[config.mk]
export PLATFORM = sky130hd
export DESIGN_NAME = bf_tape
export DESIGN_NICKNAME = d
export VERILOG_FILES = /design/src/rtl/bf_pkg.sv /design/src/rtl/bf_tape_ram.sv /design/src/rtl/bf_tape.sv
export SDC_FILE = /design/constraint.sdc
export NUM_CORES = 2
export LEC_CHECK = 0
export ABC_CLOCK_PERIOD_IN_PS = 8500
export CORE_UTILIZATION = 45
export CTS_CLUSTER_SIZE = 8
export DETAILED_ROUTE_END_ITERATION = 10
export PLACE_DENSITY = 0.66
export SKIP_CTS_REPAIR_TIMING = 1
export SLEW_MARGIN = 40
export SYNTH_ARGS = -nofsm -noshare
export SYNTH_HDL_FRONTEND = slang
export SYNTH_SLANG_ARGS = --single-unit
[constraint.sdc]
create_clock -name clk -period 8.5 [get_ports clk]
set_input_delay 2.55 -clock clk [delete_from_list [all_inputs] [get_ports clk]]
set_output_delay 2.55 -clock clk [all_outputs]
set_load 0.01 [all_outputs]
[src/rtl/bf_pkg.sv]
// Shared types for the BF CPU data tape: command opcodes, tape FSM states, cell width.
package bf_pkg;

    localparam int unsigned CELL_W = 8;

    typedef enum logic [1:0] {
        OP_NOP     = 2'd0,
        OP_PTR_INC = 2'd1,
        OP_PTR_DEC = 2'd2,
        OP_WRITE   = 2'd3
    } tape_op_e;

    typedef enum logic [1:0] {
        CLEAR = 2'd0,
        READY = 2'd1,
        LOAD  = 2'd2
    } tape_state_e;

    // True for the opcodes that move the data pointer and therefore need a reload.
    function automatic logic is_move(input tape_op_e op);
        return (op == OP_PTR_INC) || (op == OP_PTR_DEC);
    endfunction

endpackage

[src/rtl/bf_tape_ram.sv]
// Single-port cell RAM: synchronous write, one-cycle registered read, no reset
// (contents are initialised by the tape's clear sweep).
module bf_tape_ram
    import bf_pkg::*;
#(
    parameter  int unsigned DEPTH = 256,
    localparam int unsigned AW    = $clog2(DEPTH)
) (
    input  logic              clk,
    input  logic              we,
    input  logic [AW-1:0]     addr,
    input  logic [CELL_W-1:0] wdata,
    output logic [CELL_W-1:0] rdata
);

    logic [CELL_W-1:0] mem [DEPTH];

    // Read-before-write on a shared address; tape never relies on same-cycle write data here.
    always_ff @(posedge clk) begin
        if (we) begin
            mem[addr] <= wdata;
        end
        rdata <= mem[addr];
    end

endmodule

[src/rtl/bf_tape.sv]
// BF CPU data tape: cell RAM, data pointer and cached current cell (cell_q).
// Optional macro BF_TAPE_BOUNDS_ERR_EN: saturate dp at the tape ends and raise sticky ptr_err.
module bf_tape
    import bf_pkg::*;
#(
    parameter  int unsigned DEPTH = 256,
    localparam int unsigned AW    = $clog2(DEPTH)
) (
    input  logic              clk,
    input  logic              rst,
    input  logic              cmd_valid,
    output logic              cmd_ready,
    input  tape_op_e          cmd_op,
    input  logic [CELL_W-1:0] wdata,
    output logic [CELL_W-1:0] cell_q,
    output logic              cell_zero,
    output logic [AW-1:0]     dp,
    output logic              ptr_err
);

    localparam logic [AW-1:0] LAST_ADDR = AW'(DEPTH - 1);

    tape_state_e       state, state_next;
    logic [AW-1:0]     dp_next;
    logic [AW-1:0]     clr_addr, clr_addr_next;
    logic [CELL_W-1:0] cell_q_next;
    logic              ready_next;
    logic              err_next;
    logic              ram_we;
    logic [AW-1:0]     ram_addr;
    logic [CELL_W-1:0] ram_wdata;
    logic [CELL_W-1:0] ram_rdata;
    logic              accept;

    assign accept    = cmd_valid & cmd_ready;
    assign cell_zero = (cell_q == '0);

    bf_tape_ram #(
        .DEPTH (DEPTH)
    ) u_ram (
        .clk   (clk),
        .we    (ram_we),
        .addr  (ram_addr),
        .wdata (ram_wdata),
        .rdata (ram_rdata)
    );

    always_ff @(posedge clk or posedge rst) begin
        if (rst) begin
            state     <= CLEAR;
            dp        <= '0;
            clr_addr  <= '0;
            cell_q    <= '0;
            cmd_ready <= 1'b0;
        end else begin
            state     <= state_next;
            dp        <= dp_next;
            clr_addr  <= clr_addr_next;
            cell_q    <= cell_q_next;
            cmd_ready <= ready_next;
        end
    end

`ifdef BF_TAPE_BOUNDS_ERR_EN
    logic err_q;

    always_ff @(posedge clk or posedge rst) begin
        if (rst) begin
            err_q <= 1'b0;
        end else begin
            err_q <= err_next;
        end
    end

    assign ptr_err = err_q;
`else
    assign ptr_err = 1'b0;
`endif

    // Next-state, pointer arithmetic and RAM port control.
    always_comb begin
        state_next    = state;
        dp_next       = dp;
        clr_addr_next = clr_addr;
        cell_q_next   = cell_q;
        err_next      = ptr_err;
        ram_we        = 1'b0;
        ram_addr      = dp;
        ram_wdata     = '0;

        unique case (state)
            CLEAR: begin
                ram_we        = 1'b1;
                ram_addr      = clr_addr;
                clr_addr_next = clr_addr + AW'(1);
                if (clr_addr == LAST_ADDR) begin
                    state_next    = READY;
                    clr_addr_next = '0;
                end
            end
            READY: begin
                if (accept) begin
                    case (cmd_op)
                        OP_WRITE: begin
                            ram_we      = 1'b1;
                            ram_addr    = dp;
                            ram_wdata   = wdata;
                            cell_q_next = wdata;
                        end
                        OP_PTR_INC: begin
`ifdef BF_TAPE_BOUNDS_ERR_EN
                            if (dp == LAST_ADDR) begin
                                err_next = 1'b1;
                            end else begin
                                dp_next = dp + AW'(1);
                            end
`else
                            dp_next = dp + AW'(1);
`endif
                        end
                        OP_PTR_DEC: begin
`ifdef BF_TAPE_BOUNDS_ERR_EN
                            if (dp == '0) begin
                                err_next = 1'b1;
                            end else begin
                                dp_next = dp - AW'(1);
                            end
`else
                            dp_next = dp - AW'(1);
`endif
                        end
                        default: ;
                    endcase
                    // A move (even a blocked one) always reloads cell_q from the RAM.
                    if (is_move(cmd_op)) begin
                        ram_addr   = dp_next;
                        state_next = LOAD;
                    end
                end
            end
            LOAD: begin
                cell_q_next = ram_rdata;
                state_next  = READY;
            end
            default: begin
                state_next    = CLEAR;
                clr_addr_next = '0;
            end
        endcase

        ready_next = (state_next == READY);
    end

endmodule

Word-level counts from Yosys, hierarchy flattened
Memory sizes are Yosys's and may differ from the RTL's. A register that Yosys moved wholly into a read port is not among the register bits.
Cells that the tools add are included.
{"block": "classes", "n_addsub": 3, "bitwise": 1, "order_cmp": 0, "n_shift": 0, "multipliers": 0, "n_eq_ne": 9, "reduce_logical": 7, "muxes": 21, "n_div": 0}
{"cell": "2-to-1 mux 8 bit", "count": 8}
{"cell": "case mux 8 bit (2 select lines)", "count": 4}
{"cell": "adder 8 x 1 -> 8 bit (second input constant)", "count": 2}
{"cell": "== test 8 bit (second input constant)", "count": 1}
{"cell": "zero test 8 bit", "count": 1}
{"cell": "subtractor 8 x 1 -> 8 bit (second input constant)", "count": 1}
{"cell": "== test 2 x 1 -> 1 bit (second input constant)", "count": 3}
{"cell": "== test 2 bit (second input constant)", "count": 3}
{"cell": "2-to-1 mux 2 bit", "count": 3}
{"cell": "case mux 2 bit (3 select lines)", "count": 1}
{"cell": "2-to-1 mux 1 bit", "count": 4}
{"cell": "AND reduction 3 bit", "count": 1}
{"cell": "zero test 2 bit", "count": 1}
{"cell": "inequality test 2 x 1 -> 1 bit (second input constant)", "count": 1}
{"cell": "inequality test 2 bit (second input constant)", "count": 1}
{"cell": "case mux 1 bit (2 select lines)", "count": 1}
{"cell": "AND reduction 2 bit", "count": 1}
{"cell": "nonzero test 2 bit", "count": 1}
{"cell": "OR reduction 2 bit", "count": 1}
{"cell": "AND 1 bit", "count": 1}
{"cell": "logical OR 1 bit", "count": 1}
{"block": "totals", "memories": 1, "latch_bits": 0, "ram_bits": 2048, "rom_bits": 0, "register_bits": 27}
{"name": "u_ram.mem", "depth": 256, "word_bits": 8, "rd": 1, "rd_ports_with_merged_regs": 1, "wr": 1, "line_no": "bf_tape_ram.sv:16", "source": "logic [CELL_W-1:0] mem [DEPTH];"}

Logic depth before layout (Yosys ltp)
{"block": "depth", "word_depth": 6, "mapped_depth": 19}

Modules after synthesis
A second synthesis with hierarchy kept.
{"block": "unflattened", "cells_unflattened": 3803, "hier_area_um2": 80633.6}
{"mod": "bf_tape_ram", "instances": 1, "area_per_inst_um2": 78492.8, "seq_area_each_um2": 61659.1, "cells_per_inst": 3547}
{"mod": "bf_tape", "instances": 1, "area_per_inst_um2": 2140.8, "seq_area_each_um2": 675.6, "cells_per_inst": 256}

Worst setup path before layout
OpenSTA, ideal clock, no wires.
{"block": "synth_timing", "kind": "in2reg", "start": "input port cmd_op[0]", "end": "memory u_ram.mem[0][0] (data pin)", "cell_stages": 4, "setup_time_ns": 0.866, "setup_slack_ns": 1.330, "arrival_time_ns": 6.304, "t_required_ns": 7.634, "path_buffers": 0, "cell_sequence": "ha_1 nand2_1 nor2_1 and2_1"}
{"block": "synth_between", "elab_chain_cells": 4}
{"item": "from (decl)", "line_no": "bf_tape.sv:13", "source": "input tape_op_e cmd_op,"}
{"item": "== test 2 bit", "line_no": "bf_tape.sv:103", "source": "case (cmd_op)"}
{"item": "2-to-1 mux 8 bit", "line_no": "bf_tape.sv:103"}
{"item": "2-to-1 mux 8 bit", "line_no": "bf_tape.sv:102", "source": "if (accept) begin"}
{"item": "2-to-1 mux 8 bit", "line_no": "bf_tape.sv:91", "source": "unique case (state)"}
{"item": "net ram_wdata[0]", "line_no": "bf_tape.sv:31", "source": "logic [CELL_W-1:0] ram_wdata;"}
{"item": "to (decl)", "line_no": "bf_tape_ram.sv:16"}
The timed path passes the listed nets, and every way through them passes these cells.

Worst setup path in the final report
{"block": "layout_timing", "start": "input port cmd_op[0]", "end": "register u_ram.rdata[4], read port of u_ram.mem"}
{"block": "layout_between", "elab_chain_cells": 5, "elab_cells_between_ends": 7}
{"item": "== test 2 bit or == test 2 x 1 -> 1 bit (tied branches)", "line_no": "bf_pkg.sv:21, bf_tape.sv:103"}
{"item": "case mux 8 bit (2 select lines) or logical OR 1 bit (tied branches)", "line_no": "bf_tape.sv:103, bf_pkg.sv:21"}
{"item": "2-to-1 mux 8 bit *", "line_no": "bf_tape.sv:135", "source": "if (is_move(cmd_op)) begin"}
{"item": "2-to-1 mux 8 bit *", "line_no": "bf_tape.sv:102"}
{"item": "case mux 8 bit (2 select lines) *", "line_no": "bf_tape.sv:91"}
{"item": "to (decl)", "line_no": "bf_tape_ram.sv:13", "source": "output logic [CELL_W-1:0] rdata"}
Mark *: on every way between the ends. The rest lies on a longest branch, timed or not.
A chain may end at the register's enable or synchronous reset.

==> flow_metrics.env <==
export IMPL_cts_max_path_buffers=4
export IMPL_core_area_sq_um=184000
export IMPL_rsz0062_at_grt="false"
export IMPL_worst_ir_drop_vdd_uv=365
export IMPL_route_layer_met1_wl_mm=92.7
export IMPL_synth_edff_count=2048
export IMPL_seq_area_frac_synth_pct=74.4
export IMPL_powerDensity_nw_per_um2=394
export IMPL_area_growth_synth_to_final_pct=16.1
export IMPL_wl_met2_mm=109
export IMPL_grt_antenna_before_repair=6
export IMPL_dp_cells=8457
export IMPL_hold_path_end="cell_q[1]"
export IMPL_finalMaxSlewViolations=0
export IMPL_synthDistinctLibCells=86
export IMPL_min_clock_period_post_route_ns=6.76
export IMPL_pre_repair_dr_iteration_count=6
export IMPL_die_area_sq_um=188000
export IMPL_gp_congestion=0.905
export IMPL_post_synth_main_area_contributors="edfxtp_1 (73%), nand2_1 (5.7%), a21oi_1 (2.8%)"
export IMPL_grt_pass1_vias=52200
export IMPL_synthesis_yosys_warnings=0
export IMPL_timing_critical_path_arrival_ns=7.50
export IMPL_cts_sinks=2083
export IMPL_finalSetupViolations=0
export IMPL_worst_clock_skew_ns=0.0803
export IMPL_worst_slew_margin_relative_to_its_limit_pct=36.7
export IMPL_synth_area_per_cell_sq_um=14.1
export IMPL_antenna_left=0
export IMPL_postSynthNetCount=5960
export IMPL_met3_length_mm=23.2
export IMPL_nets=6328
export IMPL_status="complete, no violations"
export IMPL_tritoncts_clock_tree="built"
export IMPL_synth_cell_area_sq_um=83800
export IMPL_hold_slack_ns=0.554
export IMPL_mostFrequentLayoutCell="edfxtp_1"
export IMPL_least_setup_slack_across_all_paths_after_layout_ns=1.74
export IMPL_final_setup_tns_ns=0
export IMPL_worstSetupStartpointType="primary input"
export IMPL_post_drt_wl_per_cell_um=26.8
export IMPL_endpoint_of_the_lowest_slack_register_to_register_path="u_ram.rdata[4]"
export IMPL_worstPathCellList="clkdlybuf4s50_1, inv_1, ha_1, xor2_1, ha_1, a22oi_2, buf_4, nand2_8, buf_12, buf_4, a211oi_1, a311oi_1, a31oi_1, o22a_1, o221ai_1, o31ai_1, nand3_1"
export IMPL_rr_startpoint="state[1]"
export IMPL_drv_cap=0
export IMPL_top_library_cells_by_usage_in_the_layout_fill_and_taps_aside="edfxtp_1 (2048), nand2_1 (1271), a21oi_1 (469)"
export IMPL_grt_total_usage_pct=24.9
export IMPL_fill_cells=14800
export IMPL_worstPathMaxFanout=23
export IMPL_timing_setup_critical_path_class="primary input to flip-flop"
export IMPL_num_io_pins=32
export IMPL_dp_hpwl_mm=140
export IMPL_critPathRequiredTime_ns=9.24
export IMPL_port_buffers=30
export IMPL_worst_slew_pin_slew_ns=0.940
export IMPL_maxUsedRoutingLayer="met5"
export IMPL_cts_htree_levels=5
export IMPL_post_route_period_util_pct=79.5
export IMPL_hold_depth=2
export IMPL_clk_transition_reported_paths_ns=0.05
export IMPL_die_y_um=433
export IMPL_synth_top_area_cell="edfxtp_1"
export IMPL_maximum_frequency_from_static_timing_analysis_mhz=148
export IMPL_route_detailed_drc=0
export IMPL_critical_path_slowest_cell="o31ai_1"
export IMPL_worstHoldPathType="flip-flop to flip-flop"
export IMPL_synthesis_stage_register_bit_count=2083
export IMPL_ys_dominant_reg_cell="edfxtp_1"
export IMPL_floorplan_initialDensity_pct=45.5
export IMPL_reg2reg_setup_slack_ns=3.36
export IMPL_detailedRoute_firstIterationViolations=7091
export IMPL_report_final_hold_viol_count=0
export IMPL_clock_buffer_count_from_cts=310
export IMPL_worst_hold_startpoint="cell_q[1]"
export IMPL_post_drt_via_cell_ratio=6.11
export IMPL_maximum_number_of_pins_on_one_net_before_global_route_repair=157
export IMPL_r2r_cells=14
export IMPL_route_vias_total=53900
export IMPL_grt_pass1_wl_mm=347
export IMPL_p_leak_nw=32.1
export IMPL_syn_inst=5938
export IMPL_wirelength_mm=236
export IMPL_chipWidth_um=433
export IMPL_clockRootBuffer="clkbuf_16"
export IMPL_synth_top_cell_area_share_pct=73.4
export IMPL_layoutNonFillerInstCount=8823
export IMPL_proportion_of_layout_cells_with_a_drive_suffix_above_1_pct=14.6
export IMPL_placementRows=157
export IMPL_clock_insertion_delay_worst_skew_ns=0.91
export IMPL_cpPeakStageDelay_ns=0.76
export IMPL_postPlaceCellArea_sq_um=89100
export IMPL_pre_cts_ws_ns=0.947
export IMPL_element_type_at_the_critical_path_end="flip-flop"
export IMPL_stdcell_area_sq_um=97200
export IMPL_async_flop_share_pct=1.30
export IMPL_gr_ovfl_total=0
## worst max path at each step
stage / from / end / slack [ns] / cells after the start
floorplan: cmd_op[0] / u_ram.mem[0][0] / 1.33 / 4
global placement: cmd_op[0] / u_ram.rdata[7] / 0.77 / 15
detailed placement: cmd_op[0] / u_ram.rdata[2] / 0.95 / 17
CTS: cmd_op[0] / u_ram.rdata[2] / 1.90 / 17
global route: cmd_op[0] / u_ram.rdata[4] / 1.67 / 15
finish: cmd_op[0] / u_ram.rdata[4] / 1.74 / 17
## worst max-delay path: cells and delay by family
kind | cells | cell delay (ns)
simple gates | 2 | 0.23
xor+xnor | 1 | 0.15
fa+ha+maj | 2 | 0.55
compound gates | 7 | 2.67
buf+inv | 5 | 1.31
## flip-flops by register name (all words and copies together) (netlist names), named ones only
signal       cells
dp               1
cmd_ready        1
state            2
u_ram.mem     2048
clr_addr         8
u_ram.rdata      8
cell_q           8
## metal layers
layer | vias to the layer above | track usage (%)
li1 | 23300 | -
met3 | 594 | 4.69
met4 | 2 | 11.3
met5 | - | 0
met1 | 27000 | 34.3
met2 | 3082 | 38.6
## cells in the mapped netlist, types with 5 or more instances
| master | count |
|---|---|
| buf_4 | 39 |
| and3_1 | 139 |
| buf_1 | 41 |
| dfxtp_1 | 8 |
| nor3_1 | 17 |
| a211oi_1 | 94 |
| o21ai_0 | 103 |
| a32oi_1 | 8 |
| a31oi_1 | 85 |
| and2_1 | 11 |
| a311oi_1 | 98 |
| o22ai_1 | 51 |
| nand4_1 | 21 |
| o31ai_1 | 9 |
| a22o_1 | 5 |
| nor4_1 | 5 |
| a31o_2 | 7 |
| mux2i_1 | 56 |
| mux4_2 | 79 |
| buf_8 | 5 |
| a22oi_1 | 57 |
| a2111oi_0 | 5 |
| a221oi_2 | 5 |
| a21oi_1 | 469 |
| buf_6 | 21 |
| edfxtp_1 | 2048 |
| nand3_1 | 232 |
| or4_1 | 7 |
| ha_1 | 9 |
| nor2_1 | 312 |
| xor2_1 | 6 |
| buf_2 | 199 |
| nand2_1 | 1280 |
| inv_1 | 11 |
| clkbuf_1 | 120 |
| a221oi_1 | 151 |
| dfrtp_1 | 27 |
| a211o_1 | 5 |
| buf_12 | 5 |
## metrics by stage
step           util, %  power [mW]
3_3_place_gp      48.3        27.4
4_1_cts           52.8        38.2
5_1_grt           52.8        39.8
6_report          52.8        38.3
3_5_place_dp      48.4        27.7
2_1_floorplan        -        21.8
## report_power, final
part	leakage, nW	internal (mW)	switching, mW
sequential	17.6	11.5	0.177
combinational	10.5	5.10	11.0
clock	3.95	6.49	4.05
## kinds of logic (layout without fill, tap and decap cells)
family / count (synthesis) / count (layout) / synth area share [%]
flip-flops: 2083 / 2083 / 74.4
multiplexers: 136 / 136 / 2.81
AO/OA/AOI/OAI: 1202 / 1202 / 9.42
other: 1 / 3 / 0.00448
buffers and inverters: 442 / 861 / 2.81
adder cells (fa/ha/maj): 9 / 9 / 0.134
XOR/XNOR: 10 / 10 / 0.105
AND/OR/NAND/NOR: 2055 / 2055 / 10.3
## cell type report
cell class | instances | area (sq um) | share of cell area (%)
clock inverters | 10 | 92.6 | 0.0952
diodes | 2 | 5.00 | 0.00515
repair buffers | 487 | 4430 | 4.56
inverters | 11 | 41.3 | 0.0425
clock buffers | 353 | 7980 | 8.21
multi-input cells | 3413 | 19200 | 19.8
well taps | 2464 | 3080 | 3.17
flip-flops and latches | 2083 | 62300 | 64.1
Note: power is estimated with default switching activity, not from simulation.
